<file path="src/rtl/mmio_pkg.sv">
// Shared constants for the MMIO bus controller: base page, register offsets
// and status bit positions.
package mmio_pkg;

  localparam logic [23:0] MMIO_BASE     = 24'h00007F;

  localparam logic [7:0]  OFF_LED       = 8'h00;
  localparam logic [7:0]  OFF_TX_STATUS = 8'h04;
  localparam logic [7:0]  OFF_TX_DATA   = 8'h08;
  localparam logic [7:0]  OFF_IN_STATUS = 8'h0C;
  localparam logic [7:0]  OFF_IN_DATA   = 8'h10;
  localparam logic [7:0]  OFF_CYCLE     = 8'h14;

  localparam int TXS_NOT_FULL_BIT  = 0;
  localparam int TXS_OVERFLOW_BIT  = 1;
  localparam int TXS_COUNT_LSB     = 16;
  localparam int INS_VALID_BIT     = 0;

endpackage

</file>
<file path="src/rtl/mmio_fifo.sv">
// Synchronous FIFO with occupancy count; pushes while full and pops while
// empty are ignored, and the head reads as zero when empty.
module mmio_fifo #(
  parameter  int WIDTH = 32,
  parameter  int DEPTH = 8,
  localparam int AW    = $clog2(DEPTH)
) (
  input  logic             clk,
  input  logic             rst,
  input  logic             push_i,
  input  logic [WIDTH-1:0] din_i,
  input  logic             pop_i,
  output logic [WIDTH-1:0] dout_o,
  output logic             full_o,
  output logic             empty_o,
  output logic [AW:0]      count_o
);

  logic [WIDTH-1:0] mem_q [DEPTH];
  logic [AW-1:0]    wr_ptr_q, rd_ptr_q;
  logic [AW:0]      count_q;
  logic             do_push, do_pop;

  assign full_o  = (count_q == (AW+1)'(DEPTH));
  assign empty_o = (count_q == '0);
  assign count_o = count_q;

  // Full is sampled before any same-cycle pop, so a pop never rescues a push.
  assign do_push = push_i & ~full_o;
  assign do_pop  = pop_i & ~empty_o;

  always_ff @(posedge clk or negedge rst) begin
    if (!rst) begin
      wr_ptr_q <= '0;
      rd_ptr_q <= '0;
      count_q  <= '0;
    end else begin
      if (do_push) wr_ptr_q <= wr_ptr_q + AW'(1);
      if (do_pop)  rd_ptr_q <= rd_ptr_q + AW'(1);
      count_q <= count_q + (AW+1)'(do_push) - (AW+1)'(do_pop);
    end
  end

  always_ff @(posedge clk) begin
    if (do_push) mem_q[wr_ptr_q] <= din_i;
  end

  assign dout_o = empty_o ? '0 : mem_q[rd_ptr_q];

endmodule

</file>
<file path="src/rtl/mmio_bus.sv">
// CPU data-bus decoder: forwards to data memory or serves LED, TX FIFO and RX
// mailbox registers. Define MMIO_CYCLE_CNT_EN to add the cycle counter at 0x14.
module mmio_bus
  import mmio_pkg::*;
#(
  parameter int FIFO_DEPTH = 8,
  parameter int LED_W      = 16
) (
  input  logic             clk,
  input  logic             rst,
  input  logic [31:0]      mem_addr,
  input  logic             mem_we,
  input  logic [31:0]      mem_din,
  output logic [31:0]      mem_dout,
  output logic [31:0]      dm_addr,
  output logic             dm_we,
  output logic [31:0]      dm_din,
  input  logic [31:0]      dm_dout,
  output logic [LED_W-1:0] led,
  output logic             out_valid,
  output logic [31:0]      out_data,
  input  logic             out_ready,
  input  logic             in_valid,
  input  logic [31:0]      in_data,
  output logic             in_ready
);

  localparam int CW = $clog2(FIFO_DEPTH) + 1;

  logic             is_mmio, wr;
  logic [7:0]       off;
  logic             tx_full, tx_empty;
  logic [CW-1:0]    tx_count;
  logic [LED_W-1:0] led_q, led_d;
  logic             ovf_q, ovf_d;
  logic             mbox_v_q, mbox_v_d;
  logic [31:0]      mbox_d_q, mbox_d_d;
  logic [31:0]      mmio_rdata;

  assign is_mmio = (mem_addr[31:8] == MMIO_BASE);
  assign off     = mem_addr[7:0];
  assign wr      = is_mmio & mem_we;

  assign dm_addr  = mem_addr;
  assign dm_din   = mem_din;
  assign dm_we    = mem_we & ~is_mmio;
  assign mem_dout = is_mmio ? mmio_rdata : dm_dout;

  mmio_fifo #(.WIDTH(32), .DEPTH(FIFO_DEPTH)) u_tx_fifo (
    .clk     (clk),
    .rst     (rst),
    .push_i  (wr && off == OFF_TX_DATA),
    .din_i   (mem_din),
    .pop_i   (out_ready),
    .dout_o  (out_data),
    .full_o  (tx_full),
    .empty_o (tx_empty),
    .count_o (tx_count)
  );

  assign out_valid = ~tx_empty;
  assign in_ready  = ~mbox_v_q;
  assign led       = led_q;

  always_comb begin
    led_d    = led_q;
    ovf_d    = ovf_q;
    mbox_v_d = mbox_v_q;
    mbox_d_d = mbox_d_q;
    if (wr && off == OFF_LED) led_d = mem_din[LED_W-1:0];
    if (wr && off == OFF_TX_STATUS)               ovf_d = 1'b0;
    else if (wr && off == OFF_TX_DATA && tx_full) ovf_d = 1'b1;
    // Acknowledge wins over a coincident offer; capture follows a cycle later.
    if (wr && off == OFF_IN_STATUS) begin
      mbox_v_d = 1'b0;
    end else if (in_valid && !mbox_v_q) begin
      mbox_v_d = 1'b1;
      mbox_d_d = in_data;
    end
  end

  always_ff @(posedge clk or negedge rst) begin
    if (!rst) begin
      led_q    <= '0;
      ovf_q    <= 1'b0;
      mbox_v_q <= 1'b0;
      mbox_d_q <= '0;
    end else begin
      led_q    <= led_d;
      ovf_q    <= ovf_d;
      mbox_v_q <= mbox_v_d;
      mbox_d_q <= mbox_d_d;
    end
  end

`ifdef MMIO_CYCLE_CNT_EN
  logic [31:0] cyc_q;

  always_ff @(posedge clk or negedge rst) begin
    if (!rst)                          cyc_q <= '0;
    else if (wr && off == OFF_CYCLE)   cyc_q <= mem_din;
    else                               cyc_q <= cyc_q + 32'd1;
  end
`endif

  always_comb begin
    mmio_rdata = '0;
    case (off)
      OFF_LED:       mmio_rdata = 32'(led_q);
      OFF_TX_STATUS: begin
        mmio_rdata[TXS_NOT_FULL_BIT] = ~tx_full;
        mmio_rdata[TXS_OVERFLOW_BIT] = ovf_q;
        mmio_rdata[TXS_COUNT_LSB +: 16] = 16'(tx_count);
      end
      OFF_IN_STATUS: mmio_rdata[INS_VALID_BIT] = mbox_v_q;
      OFF_IN_DATA:   mmio_rdata = mbox_d_q;
`ifdef MMIO_CYCLE_CNT_EN
      OFF_CYCLE:     mmio_rdata = cyc_q;
`endif
      default:       mmio_rdata = '0;
    endcase
  end

endmodule

</file>
<file path="config.mk">
export PLATFORM = sky130hd
export DESIGN_NAME = mmio_bus
export DESIGN_NICKNAME = d
export VERILOG_FILES = /design/src/rtl/mmio_pkg.sv /design/src/rtl/mmio_fifo.sv /design/src/rtl/mmio_bus.sv
export SDC_FILE = /design/constraint.sdc
export NUM_CORES = 1
export LEC_CHECK = 0
export CAP_MARGIN = 5
export CELL_PAD_IN_SITES_DETAIL_PLACEMENT = 1
export CELL_PAD_IN_SITES_GLOBAL_PLACEMENT = 1
export CORE_UTILIZATION = 40
export CTS_BUF_LIST = sky130_fd_sc_hd__clkbuf_4 sky130_fd_sc_hd__clkbuf_8 sky130_fd_sc_hd__clkbuf_16
export DETAILED_ROUTE_END_ITERATION = 10
export PLACE_DENSITY = 0.84
export SLEW_MARGIN = 0
export SYNTH_ARGS = -nofsm -noshare
export SYNTH_HDL_FRONTEND = slang
export SYNTH_SLANG_ARGS = --single-unit
</file>
<file path="constraint.sdc">
create_clock -name clk -period 6.5 [get_ports clk]
set_input_delay 0.65 -clock clk [delete_from_list [all_inputs] [get_ports clk]]
set_output_delay 0.65 -clock clk [all_outputs]
set_load 0.005 [all_outputs]
</file>
## After elaboration in Yosys (flattened, before gate mapping)

Memories as Yosys holds them, arrays and structs flattened.
Cells that the tools add are included.

| word-level totals | value |
|---|---|
| register bits after elaboration | 60 |
| bits in writable memories | 256 |
| input port bits | 133 |
| memories kept | 1 |

Memory list:

| memory | words | bits a word | read ports | clocked after memory_dff | write ports | line | source |
|---|---|---|---|---|---|---|---|
| u_tx_fifo.mem_q | 8 | 32 | 1 | 0 | 1 | mmio_fifo.sv:19 | `logic [WIDTH-1:0] mem_q [DEPTH];` |

| operators by class | value |
|---|---|
| $add $sub $neg | 4 |
| eq/ne operators | 6 |
| mux-type cells | 12 |
| bitwise gates (word level) | 9 |
| reduce and logical (&&, ||, !) cells | 12 |

Operator list:

| kind | number |
|---|---|
| 32-bit two-way mux | 2 |
| 16-bit case mux with 2 select lines | 1 |
| 14-bit case mux with 2 select lines | 1 |
| 24-bit by 7-bit == test with 1-bit output, second input constant | 1 |
| 8-bit by 4-bit == test with 1-bit output, second input constant | 2 |
| 8-bit by 3-bit == test with 1-bit output, second input constant | 1 |
| 8-bit by 5-bit == test with 1-bit output, second input constant | 1 |
| 8-bit zero test | 1 |
| 3-bit by 1-bit adder with 3-bit output, second input constant | 2 |
| 1-bit logical AND | 6 |
| 1-bit two-way mux | 6 |
| 1-bit NOT | 5 |
| 4-bit by 1-bit adder with 4-bit output | 1 |
| 1-bit bitwise AND | 4 |
| 4-bit == test, second input constant | 1 |
| 4-bit zero test | 1 |
| 1-bit case mux with 4 select lines | 1 |
| 2-bit nonzero test | 2 |
| 4-bit by 1-bit subtractor with 4-bit output | 1 |
| 1-bit case mux with 3 select lines | 1 |
| 2-bit AND reduction | 1 |
| 1-bit zero test | 1 |

## Logic depth before layout (Yosys ltp)

Gate-level depths: netlist of the first run.

| depth | value |
|---|---|
| depth in word-level cells | 6 |
| gate-level depth with buffers | 10 |
| mapped depth without buffers | 10 |

## Modules after synthesis

A second synthesis of the first run with hierarchy kept.

| unflattened totals | value |
|---|---|
| cells, all modules | 911 |
| area, all modules | 14062.2 µm² |

By module, submodules not included:

| module | instances | cells each | area each (µm²) |
|---|---|---|---|
| mmio_fifo | 1 | 433 | 10176.0 |
| mmio_bus | 1 | 478 | 3886.2 |

## Worst setup path before layout of the first run

Ideal clock, no wire load.

| timing | value |
|---|---|
| path type | input -> register |
| start | input mem_addr[26] |
| end | memory u_tx_fifo.mem_q[4][0] (enable) |
| setup time | 0.502 ns |
| arrival | 5.048 ns |
| required time | 5.998 ns |
| setup slack | 0.950 ns |
| stages | 5 |
| buffers on the path | 1 |
| path through | or4_4 -> nor4_4 -> buf_2 -> nand2_2 -> nor4_1 |

| between the ends | value |
|---|---|
| cells in the longest elaborated chain, start to end | 6 |

Ends and longest elaborated chain:

| what | line | source |
|---|---|---|
| start: declaration | mmio_bus.sv:11 | `input logic [31:0] mem_addr,` |
| 24-bit by 7-bit == test with 1-bit output | mmio_bus.sv:40 | `assign is_mmio = (mem_addr[31:8] == MMIO_BASE);` |
| 1-bit bitwise AND | mmio_bus.sv:42 | `assign wr = is_mmio & mem_we;` |
| 1-bit logical AND | mmio_bus.sv:52 | `.push_i (wr && off == OFF_TX_DATA),` |
| 1-bit bitwise AND | mmio_fifo.sv:29 | `assign do_push = push_i & ~full_o;` |
| 1-bit two-way mux | mmio_fifo.sv:45 | `if (do_push) mem_q[wr_ptr_q] <= din_i;` |
| 1-bit two-way mux (implied by the code) | mmio_fifo.sv:45 |  |
| end: declaration | mmio_fifo.sv:19 |  |

Every way passes these cells.

## Worst setup path after layout of the first run

| timing | value |
|---|---|
| start | input mem_addr[1] |
| end | output mem_dout[14] |

| between the ends | value |
|---|---|
| cells in the longest elaborated chain, start to end | 3 |
| elaborated cells on any way between the ends | 4 |

Ends and longest elaborated chain:

| what | line | source |
|---|---|---|
| 8-bit by 5-bit == test with 1-bit output or 8-bit zero test (tied branches) | mmio_bus.sv:108 | `case (off)` |
| 14-bit case mux with 2 select lines * | mmio_bus.sv:108 |  |
| 32-bit two-way mux * | mmio_bus.sv:47 | `assign mem_dout = is_mmio ? mmio_rdata : dm_dout;` |
| end: declaration | mmio_bus.sv:14 | `output logic [31:0] mem_dout,` |

Mark *: on every way between the ends. The rest lies on a longest branch, timed or not.

==> summary.md, run 1 <==
| Metric | Value |
|---|---|
| Worst path buffer plus inverter count | `3` |
| H-tree depth | `2` |
| Tmin final | `4730 ps` |
| Core area | `0.0348 mm2` |
| Syn avg cell area | `15.1 um2` |
| Synth area leaders | `edfxtp_1 (54%), dfrtp_1 (11%), mux4_2 (10%)` |
| Share of the synthesized area in the top cell type | `53.9%` |
| Outcome | `finished clean` |
| Clk buf depth | `3` |
| Max cap viols | `0` |
| Grt ovf | `0` |
| Final non-filler cell area | `0.0182 mm2` |
| Total wire length | `39,000 um` |
| FP Rows | `68` |
| # port buffers | `279` |
| CP Class | `in2out` |
| Pin count of the biggest net entering global routing | `67` |
| First-pass GRT wire length | `59,300 um` |
| Initial Util | `40.9%` |
| Clock transition at path regs | `60 ps` |
| Crit start category | `input port` |
| Peak supply drop | `0.000168 V` |
| Flip-flop and latch area | `0.00920 mm2` |
| Lkg Pwr | `6.24 nW` |
| Multi-input logic area | `0.00423 mm2` |
| YS warnings | `0` |
| Final Hold Viols | `0` |
| Hold/Removal Path Class | `in2async` |
| Vias per cell | `5.66` |
| R2R setup slack | `3660 ps` |
| DIE HEIGHT | `191 um` |
| Ports | `280` |
| Vias post-DR | `9,224` |
| EDFF count, synth | `256` |
| Critical Path RT | `5850 ps` |
| Prevailing post-synth register cell | `edfxtp_1` |
| Cell area after synthesis | `0.0142 mm2` |
| Slew Viols, Final | `0` |
| DPL Wire Length | `25,200 um` |
| Final setup viols | `0` |
| Crit share post-route | `72.8%` |
| 1st-iter DRT viols | `596` |
| CP Max Fanout | `20` |
| Post-synthesis sequential area ratio | `64.5%` |
| Initial antenna violation count | `2` |
| Total die area | `0.0364 mm2` |
| Chip width | `191 um` |
| Worst endpoint data arrival time | `4080 ps` |
| Layout overhead on the synthesized area | `28.0%` |
| Top achievable clock speed | `0.211 GHz` |
| Cell mode on critical path | `clkdlybuf4s50_1` |
| CP max stage cell | `or4_1` |
| Cell Pwr Density | `323 mW/mm2` |
| Max-slew headroom at the worst pin | `17.9%` |
| Setup TNS | `0 ps` |
| Skew-Pair Late Insertion Delay | `520 ps` |
| Slowest stage delay, CP | `920 ps` |
| Unrepaired setup endpoints after global routing | `false` |
| Post-Syn Instances | `943` |
| Total power | `5.89 mW` |
| Pre-Repair DR Iteration Count | `5` |
| Async set-reset flop share out of synthesis | `19.0%` |
| Crit. End Element | `output port` |
| Critical path, cell by cell | `clkdlybuf4s50_1 -> or4_1 -> nor3_2 -> buf_4 -> a22oi_1 -> a21oi_1 -> clkdlybuf4s50_1` |
| Crit. Startpoint | `mem_addr[1]` |
| Gpl congestion | `0.815` |
| Seq cells post-synth | `316` |
| Inserted Clock Buffers | `34` |
| CTS root buf | `clkbuf_16` |
| Crit-path leading delay family | `simple AND/OR/NAND/NOR gates` |
| Vias in the first global route | `9,942` |
| Worst reg2reg startpoint | `u_tx_fifo.count_o[2]` |
| Placed inst area | `0.0171 mm2` |
| Routed Antenna Nets | `0` |
| Share of cells above drive strength 1 | `16.6%` |
| DR WL/cell | `24.0 um` |
| Synth area leader | `edfxtp_1` |
| Layout Nets | `1,289` |
| CTS tree | `done` |
| Post-CTS Setup Bufs | `0` |
| Total Routing Usage GR | `21.6%` |
| Post-cts resize count | `0` |
| Syn_nets | `1,085` |
| Cell variety after synth | `53` |
| Slew @ Worst Pin | `1230 ps` |
| Fill count | `3,352` |
| # DRC | `0` |
| CTS Sinks | `316` |
| CTS Hold Buffers Added | `0` |
| Worst Clk Skew | `12.5 ps` |
## through the flow
stage	std cells	hold WS [ps]	worst slack [ps]	util (%)
after global placement	1566	510	1920	49.2
final	1629	332	1770	52.4
after CTS	1628	349	1790	52.4
after detailed placement	1566	520	1790	49.2
after floorplan	943	354	950	-
after global routing	1629	392	1620	52.4
## cell families after synthesis
logic type / after synthesis / share of synthesized area [%]
flops: 316 / 64.5
simple gates: 194 / 7.49
buf+inv: 166 / 6.33
compound gates: 131 / 5.91
mux: 121 / 14.6
fa+ha+maj: 9 / 0.843
xor+xnor: 6 / 0.369
## synth_stat cells (all sizes together), types with 2 or more instances
cell	number
or3b	2
mux2	22
xor2	3
clkbuf	43
a21oi	29
a32oi	32
nand3	33
buf	99
or4	4
inv	24
mux4	64
xnor2	3
ha	8
nand2	37
nor2b	2
dfrtp	60
edfxtp	256
a22oi	14
a31oi	2
o21ai	45
nand4	17
or3	2
or4b	2
nor3	4
nor4	44
nand4b	2
nand2b	2
mux2i	35
nor2	37
a22o	4
## cell type report
type                       instances  area share [%]
timing repair buffer             310            16.6
antenna                            1          0.0137
inverter                          24           0.494
multi-input combinational        461            23.2
tap                              455            3.12
clock buffer                      43            5.20
sequential                       316            50.4
clock inverter                    19           0.995
## per-layer routing
metal	global-route usage, %	share of wire [%]	vias up
met2	36.8	51	326
met1	28.2	41	4782
met4	6.40	2.1	2
li1	-	-	4054
met5	0	0.031	-
met3	3.68	5.6	60
## power by group
part           total (mW)  internal [mW]  switching, mW
Clock                1.93           1.16          0.776
Combinational        1.54          0.928          0.615
Sequential           2.41           2.24          0.169
## registers in the layout, summed over array words and instances (netlist names)
register and flops:
u_tx_fifo.count_o 4, mbox_d_q 32, u_tx_fifo.rd_ptr_q 3, u_tx_fifo.mem_q 256, mbox_v_q 1, led 16
ovf_q 1, u_tx_fifo.wr_ptr_q 3
## path summary, 6_finish.rpt
check / endpoint / cells past startpoint
worst max-delay path: mem_dout[14] / 7
worst min-delay path: mbox_d_q[24] / 2
worst max register to register: u_tx_fifo.count_o[2] / 10
worst min register to register: mbox_d_q[30] / 2
max in group asynchronous: u_tx_fifo.rd_ptr_q[0] / 2
min in group clk: mbox_d_q[30] / 2
## worst register-to-register path, delay by kind of cell (launching register included)
family / cells / cell delay, ps
xor gates and xnor gates: 1 / 170
adders and majority gates: 4 / 1120
buffers and inverters: 3 / 620
DFF: 1 / 410
and+or+nand+nor: 2 / 390
## layout by cell type, fill, tap and decap left out, drive strengths merged, types with 3 or more instances in the layout
cell type        n
clkdlybuf4s50  278
edfxtp         256
mux4            64
dfrtp           60
o21ai           45
nor4            44
clkbuf          43
nand2           37
nor2            37
mux2i           35
nand3           33
a32oi           32
buf             32
a21oi           29
inv             26
mux2            22
nand4           17
a22oi           14
clkinv          13
ha               8
a22o             4
or4              4
nor3             4
xor2             3
xnor2            3
bufinv           3
Note: power is estimated with default switching activity, not from simulation.
==> run 2, diff against run 1 <==
==> constraint.sdc (replaced) <==
create_clock -name clk -period 4.6 [get_ports clk]
set_input_delay 0.46 -clock clk [delete_from_list [all_inputs] [get_ports clk]]
set_output_delay 0.46 -clock clk [all_outputs]
set_load 0.005 [all_outputs]
==> summary.md, run 2 (same netlist as run 1, synthesis figures left out) <==
| Metric | Value |
|---|---|
| PnR worst setup slack | `611 ps` |
| Most common library cell in the layout ignoring fill and taps | `clkdlybuf4s50_1` |
| Number of diodes | `0` |
| DR WL/cell | `23.6 um` |
| DIE HEIGHT | `191 um` |
| 1st-iter DRT viols | `543` |
| Most Crowded Layer GR | `met2` |
| Fill count | `3,340` |
| Grt met1 use | `27.1%` |
| Slew @ Worst Pin | `1230 ps` |
| Unrepaired setup endpoints after global routing | `false` |
| Final Hold Viols | `0` |
| Initial antenna violation count | `1` |
| CP Max Fanout | `18` |
| CTS root buf | `clkbuf_16` |
| Tmin final | `3990 ps` |
| Slew Viols, Final | `0` |
| Layout Nets | `1,289` |
| Setup TNS | `0 ps` |
| H-tree depth | `2` |
| Inst Count DP | `1,563` |
| Met2 Track Usage GR | `37.4%` |
| Sw frac | `26.2%` |
| Initial Util | `40.9%` |
| Clock share of power | `34.0%` |
| Top achievable clock speed | `0.251 GHz` |
| Final core occ | `52.7%` |
| FP Rows | `68` |
| Total die area | `0.0364 mm2` |
| Max FFs per register | `256` |
| FF-to-FF path depth | `9` |
| Cell Pwr Density | `463 mW/mm2` |
| DP Worst Slack | `633 ps` |
| Total Routing Usage GR | `21.4%` |
| Switch Pwr | `2.23 mW` |
| Max-slew headroom at the worst pin | `17.8%` |
| Most frequent cells in the layout | `clkdlybuf4s50_1 (278), edfxtp_1 (256), mux4_2 (64)` |
| Pre-Repair DR Iteration Count | `5` |
| Peak supply drop | `0.000276 V` |
| CTS Sinks | `316` |
| Skew-Pair Late Insertion Delay | `520 ps` |
| Lkg Pwr | `6.29 nW` |
| Met3 Use GR | `3.88%` |
| Total wire length | `38,400 um` |
| Worst endpoint data arrival time | `3530 ps` |
| Final setup viols | `0` |
| Pin count of the biggest net entering global routing | `67` |
| Share of cells above drive strength 1 | `17.1%` |
| Pint | `6.26 mW` |
| Ports | `280` |
| Layout overhead on the synthesized area | `28.8%` |
| Worst Clk Skew | `20.8 ps` |
| Vias per cell | `5.63` |
| Crit start category | `input port` |
| Post-CTS Setup Bufs | `0` |
| Post-cts resize count | `0` |
| Max cap viols | `0` |
| Crit. End Element | `output port` |
| CP Class | `in2out` |
| Critical Path RT | `4140 ps` |
| Total power | `8.49 mW` |
| Vias post-DR | `9,166` |
| Core area | `0.0348 mm2` |
| DPL Wire Length | `24,900 um` |
| First-pass GRT wire length | `59,000 um` |
| Inserted Clock Buffers | `36` |
| CTS Hold Buffers Added | `1` |
| Clk buf depth | `3` |
| Chip width | `191 um` |
| Finished Layout Cells | `1,628` |
| Clock transition at path regs | `50 ps` |
| Seq pwr share | `39.9%` |
| Crit share post-route | `86.7%` |
| Vias in the first global route | `9,795` |
| # port buffers | `279` |
| Outcome | `finished clean` |
| Combinational group share of total power | `26.1%` |
| Gpl congestion | `0.789` |
| Top reg by flops | `u_tx_fifo.mem_q` |
| CTS tree | `done` |
| Grt ovf | `0` |
| Hold/Removal Path Class | `in2async` |
| # DRC | `0` |
| Routed Antenna Nets | `0` |
==> run 2: final timing paths <==
kind | startpoint | to | slack (ps)
setup / recovery | mem_addr[1] | mem_dout[6] | 610
hold / removal | rst | mbox_d_q[25] | 510
setup reg to reg | u_tx_fifo.count_o[2] | u_tx_fifo.count_o[2] | 1880
hold reg to reg | mbox_d_q[26] | mbox_d_q[26] | 530
max in group asynchronous | rst | u_tx_fifo.rd_ptr_q[1] | 3100
min in group clk | in_data[3] | mbox_d_q[3] | 510
==> run 2: layout make-up <==
cell class	count	area [um2]	share of cell area, %
clock inverters	18	214	1.17
multi-input cells	461	4230	23.0
flip-flops and latches	316	9200	50.1
well taps	455	569	3.10
repair buffers	308	3060	16.7
clock buffers	46	995	5.42
inverters	24	90.1	0.491
==> run 2: per-layer routing <==
metal	share of wire, %	vias up	wire length [um]
met5	0.034	-	13
met4	2.2	2	844
met3	5.3	56	2050
met2	52	325	19900
met1	41	4738	15600
li1	-	4045	-
==> run 2: critical path: stages <==
cell	delay (ps)
clkdlybuf4s50_1	420
or4_1	890
nor3_4	810
a22oi_1	180
a21oi_1	210
clkdlybuf4s50_1	540
==> run 2: metrics by stage <==
stage	cell area [um2]	hold slack [ps]
final	18400	507
after global routing	18400	508
after CTS	18400	486
after detailed placement	17100	516
after global placement	17100	504
after floorplan	14200	164
==> run 2: power by group through the flow <==
stage / combinational [mW] / clock, mW / sequential [mW]
after floorplan: 1.38 / 0 / 3.26
after global placement: 2.20 / 0 / 3.45
after detailed placement: 2.26 / 0 / 3.45
after CTS: 2.27 / 2.95 / 3.39
after global routing: 2.42 / 3.05 / 3.41
final: 2.22 / 2.89 / 3.39
